## config.mk

```make
export PLATFORM = sky130hd
export DESIGN_NAME = crc24_rx_check
export DESIGN_NICKNAME = d
export VERILOG_FILES = /design/src/rtl/crc24_rx_check.sv
export SDC_FILE = /design/constraint.sdc
export NUM_CORES = 1
export LEC_CHECK = 0
export ABC_AREA = 1
export CAP_MARGIN = 25
export CELL_PAD_IN_SITES_DETAIL_PLACEMENT = 0
export CELL_PAD_IN_SITES_GLOBAL_PLACEMENT = 1
export CORE_MARGIN = 4
export CORE_UTILIZATION = 33
export CTS_CLUSTER_DIAMETER = 80
export CTS_CLUSTER_SIZE = 8
export DETAILED_ROUTE_END_ITERATION = 6
export PLACE_DENSITY_LB_ADDON = 0.1
export SYNTH_ARGS = -nofsm -noshare
export SYNTH_HDL_FRONTEND = slang
export SYNTH_SLANG_ARGS = --single-unit
export TNS_END_PERCENT = 50
```

## constraint.sdc

```tcl
create_clock -name clk -period 1.3 [get_ports clk]
set_input_delay 0.26 -clock clk [delete_from_list [all_inputs] [get_ports clk]]
set_output_delay 0.26 -clock clk [all_outputs]
set_load 0.05 [all_outputs]
```

## src/rtl/crc24_rx_check.sv

```systemverilog
// Receive-side BLE CRC-24 checker: runs the LFSR over header+payload bits,
// then compares the trailing 24 received CRC bits against the remainder.
module crc24_rx_check #(
   parameter int CRC_STATE_BIT_WIDTH = 24,
   parameter int LEN_BIT_WIDTH       = 8
) (
   input  logic                           clk,
   input  logic                           rst,
   input  logic [CRC_STATE_BIT_WIDTH-1:0] crc_state_init_bit,
   input  logic                           start,
   input  logic [LEN_BIT_WIDTH-1:0]       pdu_len_byte,
   input  logic                           data_in,
   input  logic                           data_in_valid,
   output logic                           busy,
   output logic                           crc_done,
   output logic                           crc_ok,
   output logic [CRC_STATE_BIT_WIDTH-1:0] lfsr
);

   localparam int CNT_W = LEN_BIT_WIDTH + 4;
   // Feedback taps x^10+x^9+x^6+x^4+x^3+x+1; x^24 is the shifted-out MSB.
   localparam logic [CRC_STATE_BIT_WIDTH-1:0] CRC_POLY = CRC_STATE_BIT_WIDTH'(24'h00065B);

   typedef enum logic [1:0] {IDLE, INFO, CRC, DONE} state_t;

   state_t                           state;
   logic [CNT_W-1:0]                 info_cnt;
   logic [4:0]                       crc_cnt;
   logic                             err;
   logic                             nb;
   logic [CRC_STATE_BIT_WIDTH-1:0]   lfsr_nxt;
   logic [CRC_STATE_BIT_WIDTH-1:0]   lfsr_init;
   logic [CNT_W-1:0]                 info_bits;

   // nb doubles as the CRC-phase mismatch flag: received bit vs. lfsr MSB.
   always_comb begin
      nb        = lfsr[CRC_STATE_BIT_WIDTH-1] ^ data_in;
      lfsr_nxt  = {lfsr[CRC_STATE_BIT_WIDTH-2:0], 1'b0} ^ (nb ? CRC_POLY : '0);
      lfsr_init = {crc_state_init_bit[7:0], crc_state_init_bit[15:8], crc_state_init_bit[23:16]};
      info_bits = CNT_W'({pdu_len_byte, 3'b000}) + CNT_W'(16);
   end

   always_ff @(posedge clk or posedge rst) begin
      if (rst) begin
         state    <= IDLE;
         busy     <= 1'b0;
         crc_done <= 1'b0;
         crc_ok   <= 1'b0;
         lfsr     <= '0;
         info_cnt <= '0;
         crc_cnt  <= '0;
         err      <= 1'b0;
      end else begin
         crc_done <= 1'b0;
         if (start) begin
            state    <= INFO;
            busy     <= 1'b1;
            crc_ok   <= 1'b0;
            err      <= 1'b0;
            lfsr     <= lfsr_init;
            info_cnt <= info_bits;
            crc_cnt  <= '0;
         end else begin
            case (state)
               IDLE: ;
               INFO: begin
                  if (data_in_valid) begin
                     lfsr     <= lfsr_nxt;
                     info_cnt <= info_cnt - CNT_W'(1);
                     if (info_cnt == CNT_W'(1)) begin
                        state   <= CRC;
                        crc_cnt <= 5'd24;
                     end
                  end
               end
               CRC: begin
                  if (data_in_valid) begin
                     lfsr    <= lfsr_nxt;
                     err     <= err | nb;
                     crc_cnt <= crc_cnt - 5'd1;
                     if (crc_cnt == 5'd1) begin
                        state    <= DONE;
                        crc_done <= 1'b1;
                        crc_ok   <= ~(err | nb);
                        busy     <= 1'b0;
                     end
                  end
               end
               DONE: state <= IDLE;
            endcase
         end
      end
   end

endmodule

```

# Yosys cells after proc, flatten, opt, wreduce, memory -nomap -nowiden
# Cells that the tools add are included.
# W data, S select, Z words.
[classes] n_eq_ne=9 n_bitwise=4 addsub=3 muxes=33 reduce_logical=14
[ops] cell="$mux W24" count=3
[ops] cell="$mux W12" count=3
[ops] cell="$xor A24 B11 Y24" count=1
[ops] cell="$mux W5" count=4
[ops] cell="$mux W1" count=15
[ops] cell="$add A11 B5 Y12 const B" count=1
[ops] cell="$eq A12 B1 Y1 const B" count=1
[ops] cell="$ne A3 B3 Y1 const B" count=4
[ops] cell="$sub A12 B1 Y12 const B" count=1
[ops] cell="$mux W11" count=1
[ops] cell="$mux W2" count=5
[ops] cell="$pmux W5 S2" count=1
[ops] cell="$reduce_bool A2 Y1" count=5
[ops] cell="$pmux W2 S3" count=1
[ops] cell="$reduce_and A2 Y1" count=3
[ops] cell="$eq A5 B1 Y1 const B" count=1
[ops] cell="$reduce_and A5 Y1" count=1
[ops] cell="$sub A5 B1 Y5 const B" count=1
[ops] cell="$eq A2 B2 Y1 const B" count=2
[ops] cell="$reduce_and A4 Y1" count=1
[ops] cell="$reduce_bool A4 Y1" count=1
[ops] cell="$reduce_and A3 Y1" count=1
[ops] cell="$reduce_bool A3 Y1" count=1
[ops] cell="$eq A2 B1 Y1 const B" count=1
[ops] cell="4 further kinds" count=4
[totals] output_inout_bits=27 ff_bits=47 in_bits=37 word_cells=71

# Logic depth before layout (Yosys ltp)
# Gate-level depths: netlist of the first run.
[depth] ltp_word=7 ltp_mapped=9 depth_no_buf=9

# Worst setup path after synthesis of the first run
# No wires, ideal clock.
[synth_timing] kind="register -> register" startpoint="reg state[0]" endpoint="reg lfsr[19]" path_stages_with_launch=6 period_less_slack_ns=1.457 t_arrival_ns=1.320 n_path_buf=1 slack_ns=-0.157 path_cell_list="dfrtp_1 > inv_1 > ha_1 > o21ai_4 > buf_2 > o221ai_1"
[synth_via] elab_chain_len=4
[synth_lines] item="from (decl)" line="26" text="state_t state;"
[synth_lines] item="from (signal assigned)" line="45" text="state <= IDLE;"
[synth_lines] item="from (signal assigned)" line="56" text="state <= INFO;"
[synth_lines] item="from (signal assigned)" line="71" text="state <= CRC;"
[synth_lines] item="$eq A2 B2 Y1 or $eq A2 B1 Y1 (tied branches)" line="64" text="case (state)"
[synth_lines] item="$reduce_or A2 Y1 (no line) *"
[synth_lines] item="$reduce_bool A2 Y1 (no line) *"
[synth_lines] item="$reduce_and A2 Y1 (no line) *"
[synth_lines] item="to (signal assigned)" line="60" text="lfsr <= lfsr_init;"
[synth_lines] item="to (signal assigned)" line="68" text="lfsr <= lfsr_nxt;"
[synth_lines] item="to (signal assigned)" line="78" text="lfsr <= lfsr_nxt;"
[synth_lines] item="to (decl)" line="17" text="output logic [CRC_STATE_BIT_WIDTH-1:0] lfsr"
# Every way passes the cells marked *; elsewhere a longest branch is shown, timed or not.
# A chain may end at the register's enable or synchronous reset.

# Worst setup path after layout of the first run
[layout_timing] startpoint="reg state[1]" endpoint="reg lfsr[19]"
# The elaborated chain is that of the path after synthesis.

==> results_dict.tcl, run 1 <==
set metrics [dict create \
    cellLeakagePower_nw 2.03 \
    crit_chain "buf_6 > ha_4 > o21ai_4 > buf_6 > o221ai_1" \
    crit_path_frequent_cell "buf_6" \
    rsz0062_at_grt "true" \
    crit_slowest_cell "dfrtp_1" \
    synthDistinctLibCells 36 \
    min_path_type "primary input to asynchronous set/reset pin" \
    synthTopCellsByArea "dfrtp_1, nand2_1, inv_1, nand3_1, o211ai_1" \
    setup_viol 39 \
    arrival_ns 1.62 \
    synth.avg_cell_area_um2 8.07 \
    clockRootBuffer "clkbuf_8" \
    cts_tree "yes" \
    multi_input_area_mm2 0.00149 \
    crit_path_start_kind "register" \
    initial_core_util_pct 33.8 \
    dieArea_mm2 0.00990 \
    reg2reg_from "state[1]$_DFFE_PP0P_" \
    fin_util_pct 54.2 \
    io_pins 64 \
    fin_crit_sh_pct 111 \
    antenna_cells 0 \
    syn_area_mm2 0.00276 \
    fin_area_mm2 0.00443 \
    cp-end-kind "register" \
    hold_slack_ns 0.351 \
    outcome "finished, violations left" \
    worst-path-max-fanout 12 \
    overflow 0 \
    yosysWarnings 0 \
    ys_ff_latch 47 \
    insertion_delay_ns 0.30 \
    p_clk_share_pct 12.3 \
    clock_sinks 47 \
    drt-wirelength-per-cell_um 13.8 \
    drive_gt1_share_pct 30.2 \
    synthCells 342 \
    worstSetupPathType "register to register" \
    combPwrFrac_pct 60.3 \
    fp.coreArea_mm2 0.00818 \
    finalCriticalPeriod_ns 1.44 \
    h-tree-depth 2 \
    vias 2642 \
    rows 33 \
    port_buffers 63 \
    crit_start "state[1]$_DFFE_PP0P_" \
    die_h_um 99.5 \
    irDropWorstVdd_uv 1070 \
    slew_violations 0 \
    hold_violations 0 \
    dp_hpwl_mm 5.82 \
    place_worst_setup_slack_ns -0.323 \
    path_clk_slew_ns 0.09 \
    grt_usage_pct 16.8 \
    violations "setup timing" \
    ys_seq_area_share_pct 42.6 \
    fin_skew_ns 0.00329 \
    antenna_found_initial 0 \
    via_per_inst 4.70 \
    fill_cells 764 \
    cp.required_ns 1.48 \
    fin_nets 502 \
    dr.first_iter.drc_count 35 \
    numCtsBuffers 5 \
    finalWeightedCongestion 0.856 \
    routed_wl_mm 7.75 \
    max_freq_mhz 695 \
    layout_commonest_cell "nand2_1" \
    area.growth.synth_to_final_pct 60.5 \
    final_cell_mix "nand2_1, dfrtp_1, buf_4" \
    mappedNetlistNets 387 \
    crit_path_max_incr_delay_ns 0.42 \
    drc 0 \
    drv_cap 0 \
    regArea_mm2 0.00118 \
    synth_top_area_share_pct 42.6 \
    die-width_um 99.5 \
    layout_setup_ws_ns -0.139 \
    synth_top_area_cell "dfrtp_1" \
    grt_pass1_vias 2820 \
    placed_area_mm2 0.00417 \
    p_int_mw 4.97 \
    dr.pass1.iters 4 \
    seqPwrFrac_pct 27.4 \
    rr_worst_depth 5 \
    grt_pass1_wl_mm 13.5 \
    worstMarginPinSlew_ns 0.295 \
    power_density_mw_per_mm2 1980 \
    switchingPower_mw 3.78 \
    switching_share_pct 43.2 \
    ant_nets 0 \
    cts_buffer_depth 2 \
    grt_max_degree 48 \
    max_slew_margin_pct 80.3 \
]
## final cells by class
| type | count | share of cell area, % |
|---|---|---|
| inverters | 51 | 4.52 |
| clock buffers | 5 | 1.55 |
| flip-flops and latches | 47 | 26.5 |
| clock inverters | 2 | 0.847 |
| well taps | 105 | 2.96 |
| repair buffers | 115 | 29.9 |
| multi-input cells | 237 | 33.7 |
## power by group through the flow
stage | Clock, mW | Sequential [mW] | Combinational [mW]
after global placement | 0 | 2.42 | 4.96
after detailed placement | 0 | 2.42 | 4.98
after floorplan | 0 | 3.12 | 1.93
after global routing | 1.17 | 2.48 | 5.69
final | 1.07 | 2.40 | 5.28
after CTS | 1.11 | 2.40 | 5.17
## cell families (layout without fill, tap and decap cells)
kind of cell,count (synthesis),after routing,synth area share (%)
adder cells (fa/ha/maj),8,8,3.62
flip-flops,47,47,42.6
AND/OR/NAND/NOR,161,162,26.8
XOR/XNOR,11,11,3.49
buffers and inverters,59,173,8.88
AO/OA/AOI/OAI,56,56,14.6
## Yosys cell counts
cell type / count
a21oi_1: 6
a21oi_2: 2
a22oi_1: 3
a31oi_1: 1
buf_2: 5
buf_6: 2
clkbuf_1: 1
dfrtp_1: 47
ha_1: 8
inv_1: 45
inv_2: 5
inv_4: 1
nand2_1: 80
nand2_2: 2
nand2_4: 3
nand3_1: 29
nand3_4: 1
nand4_1: 6
nor2_1: 26
nor2_2: 6
nor2_4: 2
nor3_1: 3
nor3b_1: 1
nor4_1: 1
o211ai_1: 17
o21ai_0: 11
o21ai_2: 1
o21ai_4: 1
o21bai_1: 2
o221ai_1: 8
o221ai_2: 1
o22ai_1: 2
o31ai_1: 1
or2_2: 1
xnor2_1: 3
xor2_1: 8
## routing by layer
layer	global-route usage (%)	wire [um]	share of wire (%)	up-vias
li1	-	-	-	1354
met1	21.8	3480	45	1228
met2	28.3	3760	49	54
met3	4.42	438	5.6	6
met4	3.78	71	0.92	0
met5	0	0	0	-
## registers in the layout, indices dropped and copies added, names as in the netlist
register,cells
crc_cnt,5
state,2
crc_ok,1
info_cnt,12
lfsr,24
err,1
busy,1
crc_done,1
## final timing paths
| kind | end | slack [ns] |
|---|---|---|
| min reg2reg | crc_cnt[4]$_DFFE_PP0P_ | 0.51 |
| min | lfsr[5]$_DFFE_PP0P_ | 0.35 |
| max in group asynchronous | crc_cnt[4]$_DFFE_PP0P_ | 0.72 |
| max reg2reg | lfsr[19]$_DFFE_PP0P_ | -0.14 |
| max | lfsr[19]$_DFFE_PP0P_ | -0.14 |
| min in group clk | crc_done$_DFF_PP0_ | 0.49 |
## through the flow
stage	total power [mW]	std cells	TNS, ns
CTS	8.68	562	-3.15
global placement	7.37	551	-10.28
global route	9.34	562	-6.90
detailed placement	7.40	551	-10.61
floorplan	5.04	342	-0.518
finish	8.76	562	-3.47
## worst max-delay path: cells and delay by family, from the launching register on
kind,cells,cell delay (ns)
AO/OA/AOI/OAI,2,0.31
adder cells (fa/ha/maj),1,0.25
flip-flops,1,0.42
buffers and inverters,2,0.32
## repair_timing
action,in CTS,in global routing
setup endpoints to repair,42,47
hold buffers,0,0
gates cloned,1,0
resized for setup,8,20
buffers inserted,3,0
pin swaps,5,4
Note: power is estimated with default switching activity, not from simulation.
==> run 2: changes to the inputs <==
- HOLD_SLACK_MARGIN: unset -> 0.06
==> results of run 2 <==
Final layout, timing and power as in run 1 (identical DEF).
==> run 3: changes to the inputs <==
- CORE_ASPECT_RATIO: unset -> 0.9
==> run 3 against run 2 <==
Against the previous run: the run still ends with setup timing left; non-clock buffer count increased by 3; fmax grew 2.9%; clock skew is essentially flat.
==> results_dict.tcl, run 3 (synthesis results as in run 1) <==
set metrics [dict create \
    clock_sinks 47 \
    grt_pass1_vias 2849 \
    antenna_found_initial 0 \
    h-tree-depth 2 \
    dr.first_iter.drc_count 65 \
    dr.pass1.iters 4 \
    setup_tns_ns -2.10 \
    drt-wirelength-per-cell_um 14.4 \
    outcome "finished, violations left" \
    rows 31 \
    grt_use_met2_pct 28.1 \
    port_buffers 63 \
    vias 2704 \
    crit_path_start_kind "register" \
    top_register "lfsr" \
    worst-path-max-fanout 8 \
    fin_skew_ns 0.00338 \
    dieArea_mm2 0.00990 \
    top_regs "lfsr: 24 flops, info_cnt: 12 flops, crc_cnt: 5 flops" \
    violations "setup timing" \
    antenna_cells 0 \
    worstMarginPinSlew_ns 0.349 \
    area.growth.synth_to_final_pct 64.8 \
    via_per_inst 4.83 \
    drc 0 \
    grt_usage_pct 16.8 \
    slew_violations 0 \
    cellLeakagePower_nw 2.09 \
    grt_use_met1_pct 21.9 \
    power_density_mw_per_mm2 1960 \
    grt_pass1_wl_mm 13.5 \
    fp.coreArea_mm2 0.00811 \
    fill_cells 740 \
    die_h_um 94.8 \
    ant_nets 0 \
    cts_tree "yes" \
    grt_max_degree 46 \
    max_freq_mhz 716 \
    hold_violations 0 \
    overflow 0 \
    finalCriticalPeriod_ns 1.40 \
    setup_viol 33 \
    drv_cap 0 \
    numCtsBuffers 5 \
    arrival_ns 1.61 \
    cp-end-kind "register" \
    worstSetupPathType "register to register" \
    path_clk_slew_ns 0.09 \
    min_path_type "primary input to asynchronous set/reset pin" \
    drive_gt1_share_pct 36.2 \
    fin_nets 505 \
    die-width_um 104 \
    clockRootBuffer "clkbuf_8" \
    final_cell_mix "nand2_1, buf_4, dfrtp_1" \
    dp_hpwl_mm 5.98 \
    insertion_delay_ns 0.30 \
    cts_buffer_depth 2 \
    cp.required_ns 1.52 \
    routed_wl_mm 8.09 \
    io_pins 64 \
    grt-busiest-layer "met2" \
    irDropWorstVdd_uv 1070 \
    layout_setup_ws_ns -0.0975 \
    hold_slack_ns 0.177 \
    finalWeightedCongestion 0.837 \
    rsz0062_at_grt "true" \
    largest_reg_flops 24 \
    layout_commonest_cell "nand2_1" \
    initial_core_util_pct 34.1 \
    fin_crit_sh_pct 108 \
    max_slew_margin_pct 76.8 \
    gr-usage-met3_pct 4.17 \
]
## run 3: per-layer routing
| layer | wire (um) | vias up |
|---|---|---|
| met5 | 0 | - |
| met4 | 76 | 0 |
| met3 | 465 | 6 |
| met2 | 3840 | 66 |
| met1 | 3710 | 1264 |
| li1 | - | 1368 |
## run 3: stage by stage
stage          worst slack, ns  util (%)  total power [mW]  instances  cell area, um^2
6_report               -0.0975      56.1              8.93        560             4550
5_1_grt                 -0.162      56.1              9.51        560             4550
4_1_cts                -0.0985      53.4              8.64        553             4330
3_5_place_dp            -0.358      51.3              7.49        543             4160
3_3_place_gp            -0.334      51.3              7.44        543             4160
2_1_floorplan          -0.0777         -              5.04        342             2810
## run 3: final timing paths
path / startpoint / end / slack [ns] / cells past startpoint
max: state[1]$_DFFE_PP0P_ / lfsr[8]$_DFFE_PP0P_ / -0.1 / 5
min: rst / lfsr[4]$_DFFE_PP0P_ / 0.18 / 2
max reg2reg: state[1]$_DFFE_PP0P_ / lfsr[8]$_DFFE_PP0P_ / -0.1 / 5
min reg2reg: crc_cnt[4]$_DFFE_PP0P_ / crc_cnt[4]$_DFFE_PP0P_ / 0.51 / 2
max in group asynchronous: rst / state[0]$_DFFE_PP0P_ / 0.67 / 3
min in group clk: start / info_cnt[2]$_DFFE_PP0P_ / 0.40 / 2
## run 3: what timing repair did
action                                  CTS  global route
endpoints found under the setup margin   44            46
buffers inserted                          2             6
cloned                                    0             1
hold buffers                              0             0
gates resized for setup                  13            46
pin swaps                                 8            23
## run 3: report_power, final
group          switching [mW]  internal, mW
Sequential              0.501          1.91
Combinational            2.90          2.64
Clock                   0.501         0.487
Total                    3.90          5.03
## run 3: final cells by class
class	instances	area, um^2	area share (%)
Timing Repair Buffer	118	1360	29.9
Sequential cell	47	1180	25.9
Tap cell	99	124	2.72
Inverter	51	200	4.40
Clock buffer	8	100	2.20
Multi-Input combinational cell	237	1590	34.9
## run 3: critical path, cell delays in order (launching register included)
cell and delay, ns:
dfrtp_1 0.41, buf_6 0.13, ha_4 0.23, nor2_4 0.21, nand2_4 0.15, o221ai_1 0.19
